### src/rtl/psc_trigger_receiver.sv
// PSC trigger link receiver: oversamples the serial line, recovers start/8-data/stop
// characters, reassembles CRC-8 protected frames and pulses trigger_out on trigger frames.
module psc_trigger_receiver #(
    parameter int          CLKS_PER_BIT = 5,
    parameter int          FRAME_LEN    = 16,
    parameter logic [7:0]  TRIG_CMD     = 8'hA5,
    parameter int          TIMEOUT_CLKS = 100
) (
    input  logic       clk,
    input  logic       reset,
    input  logic       psc_input,
    output logic [7:0] rx_byte,
    output logic       rx_byte_valid,
    output logic       frame_done,
    output logic       trigger_out,
    output logic       crc_error,
    output logic       framing_error,
    output logic       timeout_error
);

    typedef enum logic [1:0] {
        ST_IDLE  = 2'd0,
        ST_START = 2'd1,
        ST_DATA  = 2'd2,
        ST_STOP  = 2'd3
    } state_t;

    localparam logic [7:0]  BIT_FULL = 8'(CLKS_PER_BIT);
    localparam logic [7:0]  BIT_HALF = 8'(CLKS_PER_BIT / 2);
    localparam logic [3:0]  IDX_LAST = 4'(FRAME_LEN - 1);
    localparam logic [15:0] TO_LAST  = 16'(TIMEOUT_CLKS - 1);

    // CRC-8, poly 0x07, MSB first, whole byte folded in one step
    function automatic logic [7:0] crc8_update(input logic [7:0] crc, input logic [7:0] data);
        logic [7:0] c;
        c = crc ^ data;
        for (int i = 0; i < 8; i++) begin
            if (c[7]) begin
                c = {c[6:0], 1'b0} ^ 8'h07;
            end else begin
                c = {c[6:0], 1'b0};
            end
        end
        return c;
    endfunction

    logic       sync1_r, sync2_r, sync3_r;
    logic       fall_s;
    state_t     state_r;
    logic [7:0] bit_cnt_r;
    logic [2:0] bit_idx_r;
    logic [7:0] shift_r;
    logic [3:0] frame_idx_r;
    logic [7:0] crc_r;
    logic [7:0] cmd_r;
    logic [15:0] to_cnt_r;
    logic [7:0] rx_byte_r;
    logic       rx_byte_valid_r, frame_done_r, trigger_out_r;
    logic       crc_error_r, framing_error_r, timeout_error_r;

    assign fall_s = sync3_r & ~sync2_r;

    // Two-stage synchronizer plus a history stage for falling-edge detection
    always_ff @(posedge clk or posedge reset) begin
        if (reset) begin
            sync1_r <= 1'b1;
            sync2_r <= 1'b1;
            sync3_r <= 1'b1;
        end else begin
            sync1_r <= psc_input;
            sync2_r <= sync1_r;
            sync3_r <= sync2_r;
        end
    end

    // Bit FSM, frame assembly, CRC check, idle timeout and registered pulse outputs
    always_ff @(posedge clk or posedge reset) begin
        if (reset) begin
            state_r         <= ST_IDLE;
            bit_cnt_r       <= 8'd0;
            bit_idx_r       <= 3'd0;
            shift_r         <= 8'd0;
            frame_idx_r     <= 4'd0;
            crc_r           <= 8'd0;
            cmd_r           <= 8'd0;
            to_cnt_r        <= 16'd0;
            rx_byte_r       <= 8'd0;
            rx_byte_valid_r <= 1'b0;
            frame_done_r    <= 1'b0;
            trigger_out_r   <= 1'b0;
            crc_error_r     <= 1'b0;
            framing_error_r <= 1'b0;
            timeout_error_r <= 1'b0;
        end else begin
            rx_byte_valid_r <= 1'b0;
            frame_done_r    <= 1'b0;
            trigger_out_r   <= 1'b0;
            crc_error_r     <= 1'b0;
            framing_error_r <= 1'b0;
            timeout_error_r <= 1'b0;
            case (state_r)
                ST_IDLE: begin
                    bit_cnt_r <= BIT_HALF;
                    bit_idx_r <= 3'd0;
                    if (fall_s) begin
                        state_r  <= ST_START;
                        to_cnt_r <= 16'd0;
                    end else if (frame_idx_r != 4'd0) begin
                        if (to_cnt_r == TO_LAST) begin
                            timeout_error_r <= 1'b1;
                            frame_idx_r     <= 4'd0;
                            crc_r           <= 8'd0;
                            to_cnt_r        <= 16'd0;
                        end else begin
                            to_cnt_r <= to_cnt_r + 16'd1;
                        end
                    end else begin
                        to_cnt_r <= 16'd0;
                    end
                end
                ST_START: begin
                    if (bit_cnt_r == 8'd1) begin
                        // A line seen high at mid start bit is a glitch, not a character
                        if (!sync2_r) begin
                            state_r   <= ST_DATA;
                            bit_cnt_r <= BIT_FULL;
                        end else begin
                            state_r <= ST_IDLE;
                        end
                    end else begin
                        bit_cnt_r <= bit_cnt_r - 8'd1;
                    end
                end
                ST_DATA: begin
                    if (bit_cnt_r == 8'd1) begin
                        shift_r   <= {sync2_r, shift_r[7:1]};
                        bit_cnt_r <= BIT_FULL;
                        if (bit_idx_r == 3'd7) begin
                            state_r <= ST_STOP;
                        end else begin
                            bit_idx_r <= bit_idx_r + 3'd1;
                        end
                    end else begin
                        bit_cnt_r <= bit_cnt_r - 8'd1;
                    end
                end
                ST_STOP: begin
                    if (bit_cnt_r == 8'd1) begin
                        state_r <= ST_IDLE;
                        if (!sync2_r) begin
                            framing_error_r <= 1'b1;
                            frame_idx_r     <= 4'd0;
                            crc_r           <= 8'd0;
                        end else if (frame_idx_r != IDX_LAST) begin
                            rx_byte_r       <= shift_r;
                            rx_byte_valid_r <= 1'b1;
                            crc_r           <= crc8_update(crc_r, shift_r);
                            frame_idx_r     <= frame_idx_r + 4'd1;
                            if (frame_idx_r == 4'd0) begin
                                cmd_r <= shift_r;
                            end else begin
                                cmd_r <= cmd_r;
                            end
                        end else begin
                            // The CRC byte is consumed by the check and not presented on rx_byte
                            if (shift_r == crc_r) begin
                                frame_done_r  <= 1'b1;
                                trigger_out_r <= (cmd_r == TRIG_CMD);
                            end else begin
                                crc_error_r <= 1'b1;
                            end
                            frame_idx_r <= 4'd0;
                            crc_r       <= 8'd0;
                        end
                    end else begin
                        bit_cnt_r <= bit_cnt_r - 8'd1;
                    end
                end
                default: begin
                    state_r <= ST_IDLE;
                end
            endcase
        end
    end

    assign rx_byte       = rx_byte_r;
    assign rx_byte_valid = rx_byte_valid_r;
    assign frame_done    = frame_done_r;
    assign trigger_out   = trigger_out_r;
    assign crc_error     = crc_error_r;
    assign framing_error = framing_error_r;
    assign timeout_error = timeout_error_r;

endmodule

### config.mk
export PLATFORM = sky130hd
export DESIGN_NAME = psc_trigger_receiver
export DESIGN_NICKNAME = d
export VERILOG_FILES = /design/src/rtl/psc_trigger_receiver.sv
export SDC_FILE = /design/constraint.sdc
export NUM_CORES = 1
export LEC_CHECK = 0
export ABC_CLOCK_PERIOD_IN_PS = 7800
export CAP_MARGIN = 20
export CELL_PAD_IN_SITES_DETAIL_PLACEMENT = 1
export CELL_PAD_IN_SITES_GLOBAL_PLACEMENT = 1
export CORE_MARGIN = 3
export CORE_UTILIZATION = 29
export CTS_BUF_LIST = sky130_fd_sc_hd__clkbuf_4 sky130_fd_sc_hd__clkbuf_8
export CTS_CLUSTER_DIAMETER = 150
export DETAILED_ROUTE_END_ITERATION = 10
export HOLD_SLACK_MARGIN = 0.15
export PLACE_DENSITY_LB_ADDON = 0.1
export SYNTH_ARGS = -nofsm -noshare
export SYNTH_HDL_FRONTEND = slang
export SYNTH_SLANG_ARGS = --single-unit
### constraint.sdc
create_clock -name clk -period 7.8 [get_ports clk]
set_clock_uncertainty 0.1 [all_clocks]
set_input_delay 0.78 -clock clk [delete_from_list [all_inputs] [get_ports clk]]
set_output_delay 0.78 -clock clk [all_outputs]
set_load 0.02 [all_outputs]
==> flow_summary.yaml, run 1 <==
run_status:
  status: "finished, final reports clean"
timing:
  slew_headroom: 0.411
  fin_tns_setup_ps: 0
  layout_setup_ws_ps: 4810
  setup_viol: 0
  max_freq_ghz: 0.335
  final-max-slew-violation-count: 0
  fin_crit_ps: 2990
  timing.final.crit_share: 0.383
  hold_violations: 0
  tightest_slew_ps: 875
  rsz0062_at_grt: "false"
routing:
  drtPass1Iterations: 4
  drcViolationCount: 0
  ant_nets: 0
  wirelength_um: 9140
  wl_per_cell_um: 16.3
  avgViaCountPerCell: 4.89
  num_vias: 2741
  drtIter0Drc: 74
die:
  std_cell_rows: 40
  fp.dieH_um: 120
  initial_core_util: 0.304
  die-area_sq_um: 14300
  die_w_um: 120
  io_pins: 17
  core_area_sq_um: 12300
placed_design:
  pre_cts_ws_ps: 4810
  io_buffers: 16
  place_congestion: 0.720
  place_hpwl_um: 6250
synth:
  synth-edff-count: 0
  ys.flop_type: "dfrtp_1"
  yosysSeqAreaShare: 0.496
  synth_seq_cells: 74
  ys.warnings.count: 0
  synthArstFlopShare: 1.00
  synthCells: 368
  synth_fp_nets: 385
  synth_cell_types: 50
  synth.avg_cell_area_sq_um: 10.2
  synth_area_sq_um: 3740
worst_hold_path:
  min_path_type: "flop to flop"
grt:
  grt_pass1_vias: 2955
  grt.total_usage: 0.140
  grt_antenna_before_repair: 0
  grt_max_degree: 75
  grt-ovfl-total: 0
  grt_first_pass_wirelength_um: 15600
clock_network:
  tritoncts: "built"
  cts_buffers: 9
  cts_setup_buffers: 0
  ctsLongestPathBuffers: 2
  cts_hold_buf: 0
  cts.sinks: 74
  cts_resized: 0
  cts-root-buf: "clkbuf_8"
  clock_latency_ps: 370
  path_clk_slew_ps: 80
  htreeDepth: 3
pwr:
  irDropWorstVdd_uv: 61.7
  power_uw: 977
  p_leak_nw: 1.90
  p_per_area_nw_per_um2: 226
critical_path:
  arrival_ps: 3200
  endpoint_kind: "flop"
  start_kind: "flop"
  worst-path-max-fanout: 22
  crit_required_ps: 8020
  path_class: "flop to flop"
cells_and_area:
  syn2layout_area_growth_pct: 15.7
  layout-drive-gt1-share: 0.125
  n_antenna_cell: 0
  fin_nets: 404
run:
  drv_cap: 0
-- cell families (layout without fill, tap and decap cells) --
kind of cell / count (synthesis) / count (layout) / synth area share
and+or+nand+nor: 137 / 137 / 0.181
muxes: 19 / 19 / 0.0569
xor gates and xnor gates: 28 / 28 / 0.0656
AOI/OAI and AO/OA: 69 / 69 / 0.126
DFF: 74 / 74 / 0.496
buffers and inverters: 27 / 51 / 0.0275
adders and majority gates: 14 / 14 / 0.0469
-- metal layers --
layer / global-route usage / up-vias / routed length [um]
li1: - / 1341 / -
met1: 0.171 / 1351 / 4270
met2: 0.234 / 35 / 4410
met3: 0.0254 / 14 / 221
met4: 0.0759 / 0 / 239
met5: 0 / - / 0
-- registers in the layout (all words and copies together) (netlist names), named ones only --
signal and flops:
frame_done 1, sync2_r 1, frame_idx_r 4, crc_r 8, to_cnt_r 16, cmd_r 8
bit_idx_r 3, bit_cnt_r 8, sync3_r 1, rx_byte_valid 1, state_r 1, trigger_out 1
timeout_error 1, framing_error 1, rx_byte 8, sync1_r 1, shift_r 8, crc_error 1
-- Yosys cell counts (2+ instances only) --
cell type / number / area (sq um)
mux2_2: 18 / 203
a211oi_1: 3 / 22.5
o2111ai_1: 2 / 17.5
nor2b_1: 3 / 18.8
nor4_1: 3 / 18.8
a21o_1: 3 / 22.5
nand4_1: 2 / 12.5
xnor2_1: 19 / 166
nor2_1: 22 / 82.6
o21a_1: 3 / 22.5
or3_1: 2 / 12.5
a22oi_1: 2 / 15.0
nor3b_1: 2 / 15.0
nand2_1: 54 / 203
o21ai_0: 23 / 115
clkbuf_1: 10 / 37.5
a31oi_1: 2 / 12.5
xor2_1: 9 / 78.8
a22o_1: 6 / 52.6
o31ai_1: 11 / 82.6
nor3_1: 12 / 60.1
or3b_2: 2 / 17.5
or4_1: 4 / 30.0
o22ai_1: 2 / 12.5
dfstp_2: 3 / 78.8
nor4b_1: 2 / 17.5
or4_4: 2 / 22.5
nand2b_1: 5 / 31.3
dfrtp_1: 71 / 1780
nand3_1: 15 / 75.1
o211ai_1: 2 / 15.0
o41ai_1: 2 / 17.5
ha_1: 14 / 175
inv_1: 15 / 56.3
a21oi_1: 3 / 15.0
-- per-stage QoR --
stage | util | area [sq um] | cells | hold slack, ps
3_5_place_dp | 0.331 | 4080 | 543 | 249
4_1_cts | 0.349 | 4300 | 559 | 261
6_report | 0.351 | 4320 | 560 | 259
2_1_floorplan | - | 3740 | 368 | 245
3_3_place_gp | 0.331 | 4080 | 543 | 247
5_1_grt | 0.351 | 4320 | 560 | 263
-- path summary, 6_finish.rpt --
| kind | endpoint | slack (ps) | depth (start not counted) | start |
|---|---|---|---|---|
| worst max-delay path | crc_r[2]$_DFFE_PP0P_ | 4810 | 5 | to_cnt_r[11]$_DFFE_PP0P_ |
| worst min-delay path | sync2_r$_DFF_PP1_ | 260 | 0 | sync1_r$_DFF_PP1_ |
| worst max register to register | crc_r[2]$_DFFE_PP0P_ | 4810 | 5 | to_cnt_r[11]$_DFFE_PP0P_ |
| worst min register to register | sync2_r$_DFF_PP1_ | 260 | 0 | sync1_r$_DFF_PP1_ |
| max in group asynchronous | bit_cnt_r[4]$_DFFE_PP0P_ | 6310 | 4 | reset |
| min in group asynchronous | rx_byte[7]$_DFFE_PP0P_ | 710 | 3 | reset |
-- layout by cell type, fill, tap and decap left out, types with 14 or more instances in the layout --
cell / Yosys / final
nand3_1: 15 / 15
mux2_2: 18 / 18
inv_1: 15 / 14
nand2_1: 54 / 54
dfrtp_1: 71 / 71
o21ai_0: 23 / 23
nor2_1: 22 / 22
clkdlybuf4s50_1: 0 / 16
xnor2_1: 19 / 19
ha_1: 14 / 14
-- power breakdown --
| group | leakage (nW) | internal [mW] | switching (mW) |
|---|---|---|---|
| Combinational | 0.766 | 0.0823 | 0.148 |
| Clock | 0.114 | 0.181 | 0.145 |
| Sequential | 1.02 | 0.402 | 0.0188 |
| Total | 1.90 | 0.665 | 0.313 |
-- area by class of cell --
| class | instances | area [sq um] |
|---|---|---|
| tap | 168 | 210 |
| sequential | 74 | 1860 |
| timing repair buffer | 19 | 203 |
| clock inverter | 2 | 35.0 |
| multi-input combinational | 267 | 1780 |
| clock buffer | 14 | 180 |
| fill | 1433 | 7990 |
| inverter | 16 | 60.1 |
-- worst max-delay path: stages (launching register included) --
cell     delay [ps]
dfrtp_1         460
or4_4           560
or4_4           540
a221o_1         580
or4_1           590
nand3_1          90
Power figures use the tool's default switching activity.
==> run 2: changes to the inputs <==
- ABC_CLOCK_PERIOD_IN_PS: 7800 -> 3000
- clock period: 7.8 -> 3 ns (I/O delays scaled with it)
==> run 2 against run 1 <==
Final area increased by 0.72%. Sequential power increased to 2.6 times the previous value. Fmax increased by 11%. Sequential share of layout area decreased by 0.31 points. Register-to-register slack got worse by 4500 ps. Wire length decreased by 1.5%. Worst setup slack got worse by 4500 ps. Count of clock-buffer cells in the layout decreased by 1. Combinational power increased to 2.7 times the previous value. First-iteration DRC count increased by 51%. Clock power increased by 120%. Largest power group unchanged.
==> flow_summary.yaml, run 2 (same netlist as run 1, synthesis figures left out) <==
run_status:
  status: "finished, final reports clean"
clock_network:
  cts_buffers: 9
  tritoncts: "built"
  cts_setup_buffers: 0
  htreeDepth: 3
  cts.sinks: 74
  cts_resized: 0
  ctsLongestPathBuffers: 2
  clock_latency_ps: 350
  path_clk_slew_ps: 80
  cts-root-buf: "clkbuf_8"
  cts_hold_buf: 0
die:
  fp.dieH_um: 120
  std_cell_rows: 40
  initial_core_util: 0.304
  die_w_um: 120
  io_pins: 17
  core_area_sq_um: 12300
  die-area_sq_um: 14300
grt:
  grt_pass1_vias: 3032
  grt_antenna_before_repair: 0
  grtUsageMet1: 0.179
  met3_usage: 0.0254
  grt.total_usage: 0.137
  grt_first_pass_wirelength_um: 15600
  grt_util_met2: 0.226
  busiest_layer: "met2"
  grt_max_degree: 75
  grt-ovfl-total: 0
timing:
  whs_ps: 250
  fin_tns_setup_ps: 0
  final-max-slew-violation-count: 0
  max_freq_ghz: 0.373
  timing.final.crit_share: 0.895
  fin_crit_ps: 2680
  tightest_slew_ps: 676
  setup_viol: 0
  rsz0062_at_grt: "false"
  slew_headroom: 0.547
  hold_violations: 0
cells_and_area:
  syn2layout_area_growth_pct: 16.5
  num-fill-cells: 1432
  fin_util: 0.354
  n_antenna_cell: 0
  fin_cells: 569
  regMostFlops: "to_cnt_r"
  layout-drive-gt1-share: 0.145
  final_common_cell: "dfrtp_1"
  fin_nets: 414
  largest_reg_flops: 16
  layout_common_cells: "71 x dfrtp_1, 54 x nand2_1, 23 x o21ai_0"
placed_design:
  io_buffers: 16
  place_hpwl_um: 6280
  place_congestion: 0.744
  placedCellCount: 554
worst_hold_path:
  min_path_type: "primary input to flop"
routing:
  wl_per_cell_um: 15.8
  avgViaCountPerCell: 4.97
  drtIter0Drc: 112
  drtPass1Iterations: 4
  drcViolationCount: 0
  num_vias: 2827
  wirelength_um: 9000
  ant_nets: 0
critical_path:
  start_kind: "flop"
  slowest_delay_ps: 550
  critPathTopFamily: "simple AND/OR/NAND/NOR gates"
  worst-path-max-fanout: 8
  cp_common_cell: "or4_4"
  arrival_ps: 2860
  slowest_stage: "or4_4"
  crit_required_ps: 3180
  path_class: "flop to flop"
  endpoint_kind: "flop"
  cp_cell_sequence: "or4_4 -> or4_4 -> a221o_1 -> or4_1 -> o21ai_0"
  worst-path-buf-inv: 0
pwr:
  p_leak_nw: 1.92
  p_per_area_nw_per_um2: 562
  irDropWorstVdd_uv: 175
run:
  drv_cap: 0
[run 2: final cells by class]
type,count,area [sq um],share of cell area
Clock buffer,13,166,0.0382
Sequential cell,74,1860,0.426
Tap cell,168,210,0.0483
Inverter,16,60.1,0.0138
Clock inverter,2,12.5,0.00287
Timing Repair Buffer,29,270,0.0621
Multi-Input combinational cell,267,1780,0.409
[run 2: stage by stage]
| stage | area (sq um) | setup WS, ps | power (mW) |
|---|---|---|---|
| global route | 4350 | 201 | 2.64 |
| CTS | 4350 | 318 | 2.51 |
| finish | 4350 | 316 | 2.45 |
| detailed placement | 4180 | 321 | 1.75 |
| global placement | 4180 | 341 | 1.74 |
| floorplan | 3740 | 435 | 1.55 |
[run 2: layer usage]
layer | vias up | wire length [um]
li1 | 1364 | -
met1 | 1418 | 4320
met2 | 33 | 4320
met3 | 12 | 219
met4 | 0 | 143
met5 | - | 0
[run 2: worst paths after layout]
| kind | end | cells after the start | slack (ps) | startpoint |
|---|---|---|---|---|
| max | crc_r[6]$_DFFE_PP0P_ | 5 | 320 | to_cnt_r[11]$_DFFE_PP0P_ |
| min | sync1_r$_DFF_PP1_ | 1 | 250 | psc_input |
| max reg2reg | crc_r[6]$_DFFE_PP0P_ | 5 | 320 | to_cnt_r[11]$_DFFE_PP0P_ |
| min reg2reg | sync2_r$_DFF_PP1_ | 0 | 260 | sync1_r$_DFF_PP1_ |
| max in group asynchronous | sync2_r$_DFF_PP1_ | 3 | 2180 | reset |
| min in group asynchronous | rx_byte[5]$_DFFE_PP0P_ | 3 | 260 | reset |
[run 2: power breakdown]
group	switching (mW)	total [mW]	internal, mW	leakage [nW]
Sequential	0.0503	1.09	1.04	1.02
Combinational	0.384	0.623	0.239	0.809
Clock	0.370	0.729	0.359	0.0923
==> run 3: changes to the inputs <==
- CORE_UTILIZATION: 29 -> 45
==> run 3 against run 2 <==
Sequential cell count did not move. Largest cell class unchanged. Sequential share of layout area rose by 1.1 points. Clock power rose by 1%. Worst hold slack got worse by 66 ps. Final cell count fell by 12%.
==> flow_summary.yaml, run 3 (same netlist as run 1, synthesis figures left out) <==
run_status:
  status: "finished, final reports clean"
placed_design:
  io_buffers: 16
  place_hpwl_um: 6120
  place_congestion: 0.768
routing:
  wl_per_cell_um: 17.5
  num_vias: 2840
  ant_nets: 0
  drtIter0Drc: 99
  wirelength_um: 8730
  avgViaCountPerCell: 5.68
  drtPass1Iterations: 4
  drcViolationCount: 0
critical_path:
  cp_common_cell: "or4_4"
  worst-path-max-fanout: 10
  rr_startpoint: "to_cnt_r[11]$_DFFE_PP0P_"
  arrival_ps: 2960
  crit_required_ps: 3180
  timing.reg2reg.setup_slack_ps: 210
  slowest_stage: "or4_4"
  endpoint_kind: "flop"
  crit_start: "to_cnt_r[11]$_DFFE_PP0P_"
  r2r_cells: 5
  start_kind: "flop"
  cp_cell_sequence: "or4_4 -> or4_4 -> a221o_1 -> or4_1 -> nand3_1"
  slowest_delay_ps: 550
  timing.rr.end: "crc_r[2]$_DFFE_PP0P_"
  path_class: "flop to flop"
clock_network:
  cts_hold_buf: 0
  cts_setup_buffers: 0
  clock_latency_ps: 350
  cts_buffers: 9
  tritoncts: "built"
  path_clk_slew_ps: 100
  cts_resized: 0
  ctsLongestPathBuffers: 2
  htreeDepth: 3
  cts.sinks: 74
  cts-root-buf: "clkbuf_8"
timing:
  setup_viol: 0
  fin_tns_setup_ps: 0
  fin_crit_ps: 2790
  slew_headroom: 0.442
  hold_violations: 0
  tightest_slew_ps: 829
  final-max-slew-violation-count: 0
  timing.final.crit_share: 0.929
  rsz0062_at_grt: "false"
  max_freq_ghz: 0.359
die:
  std_cell_rows: 32
  initial_core_util: 0.474
  die-area_sq_um: 9430
  fp.dieH_um: 97.1
  die_w_um: 97.1
  core_area_sq_um: 7890
  io_pins: 17
pwr:
  p_leak_nw: 1.90
  irDropWorstVdd_uv: 368
  p_per_area_nw_per_um2: 573
cells_and_area:
  layout-drive-gt1-share: 0.138
  syn2layout_area_growth_pct: 13.7
  num-fill-cells: 879
  final_common_cell: "dfrtp_1"
  fin_util: 0.539
  multi_input_area_sq_um: 1780
  layout_common_cells: "71 x dfrtp_1, 54 x nand2_1, 23 x o21ai_0"
  fin_nets: 410
  regMostFlops: "to_cnt_r"
  seqCellArea_sq_um: 1860
  n_antenna_cell: 0
  largest_reg_flops: 16
grt:
  grt_pass1_vias: 3182
  grt_antenna_before_repair: 0
  grt_max_degree: 36
  grt_first_pass_wirelength_um: 15600
  grt.total_usage: 0.202
  grt-ovfl-total: 0
run:
  drv_cap: 0
worst_hold_path:
  min_path_type: "primary input to async pin"
-- run 3: worst max path at each step --
stage / to
finish: crc_r[2]$_DFFE_PP0P_
detailed placement: crc_r[6]$_DFFE_PP0P_
floorplan: crc_r[2]$_DFFE_PP0P_
global placement: crc_r[2]$_DFFE_PP0P_
CTS: crc_r[6]$_DFFE_PP0P_
global route: crc_r[2]$_DFFE_PP0P_
-- run 3: final cells by class --
type	instances	area share
clock inverters	7	0.0144
flip-flops and latches	74	0.437
multi-input cells	267	0.419
inverters	16	0.0141
clock buffers	9	0.0292
repair buffers	25	0.0566
well taps	102	0.0300
-- run 3: per-layer routing --
metal	wire (um)	vias up	part of all wire	track usage
met1	4180	1447	0.48	0.273
met2	4250	34	0.49	0.336
met3	229	7	0.026	0.0316
li1	-	1352	-	-
met5	0	-	0	0
met4	72	0	0.0082	0.0583
-- run 3: worst max-delay path, delay by kind of cell (launching register included) --
kind | cells | cell delay [ps]
compound gates | 1 | 450
flops | 1 | 460
simple gates | 4 | 1720
-- run 3: power by group --
group / leakage, nW / internal, mW / switching (mW) / total (mW)
Sequential: 1.02 / 1.04 / 0.0499 / 1.09
Clock: 0.0884 / 0.315 / 0.421 / 0.736
Combinational: 0.791 / 0.227 / 0.375 / 0.603
Total: 1.90 / 1.59 / 0.846 / 2.43
-- run 3: metrics by stage --
stage | cell area (sq um) | worst slack (ps) | power (mW) | std cells | hold slack [ps]
after floorplan | 3740 | 435 | 1.55 | 368 | 204
after global placement | 4060 | 253 | 1.70 | 484 | 249
after detailed placement | 4060 | 230 | 1.72 | 484 | 248
after CTS | 4250 | 208 | 2.47 | 500 | 192
after global routing | 4250 | 95.9 | 2.61 | 500 | 220
final | 4250 | 213 | 2.43 | 500 | 184
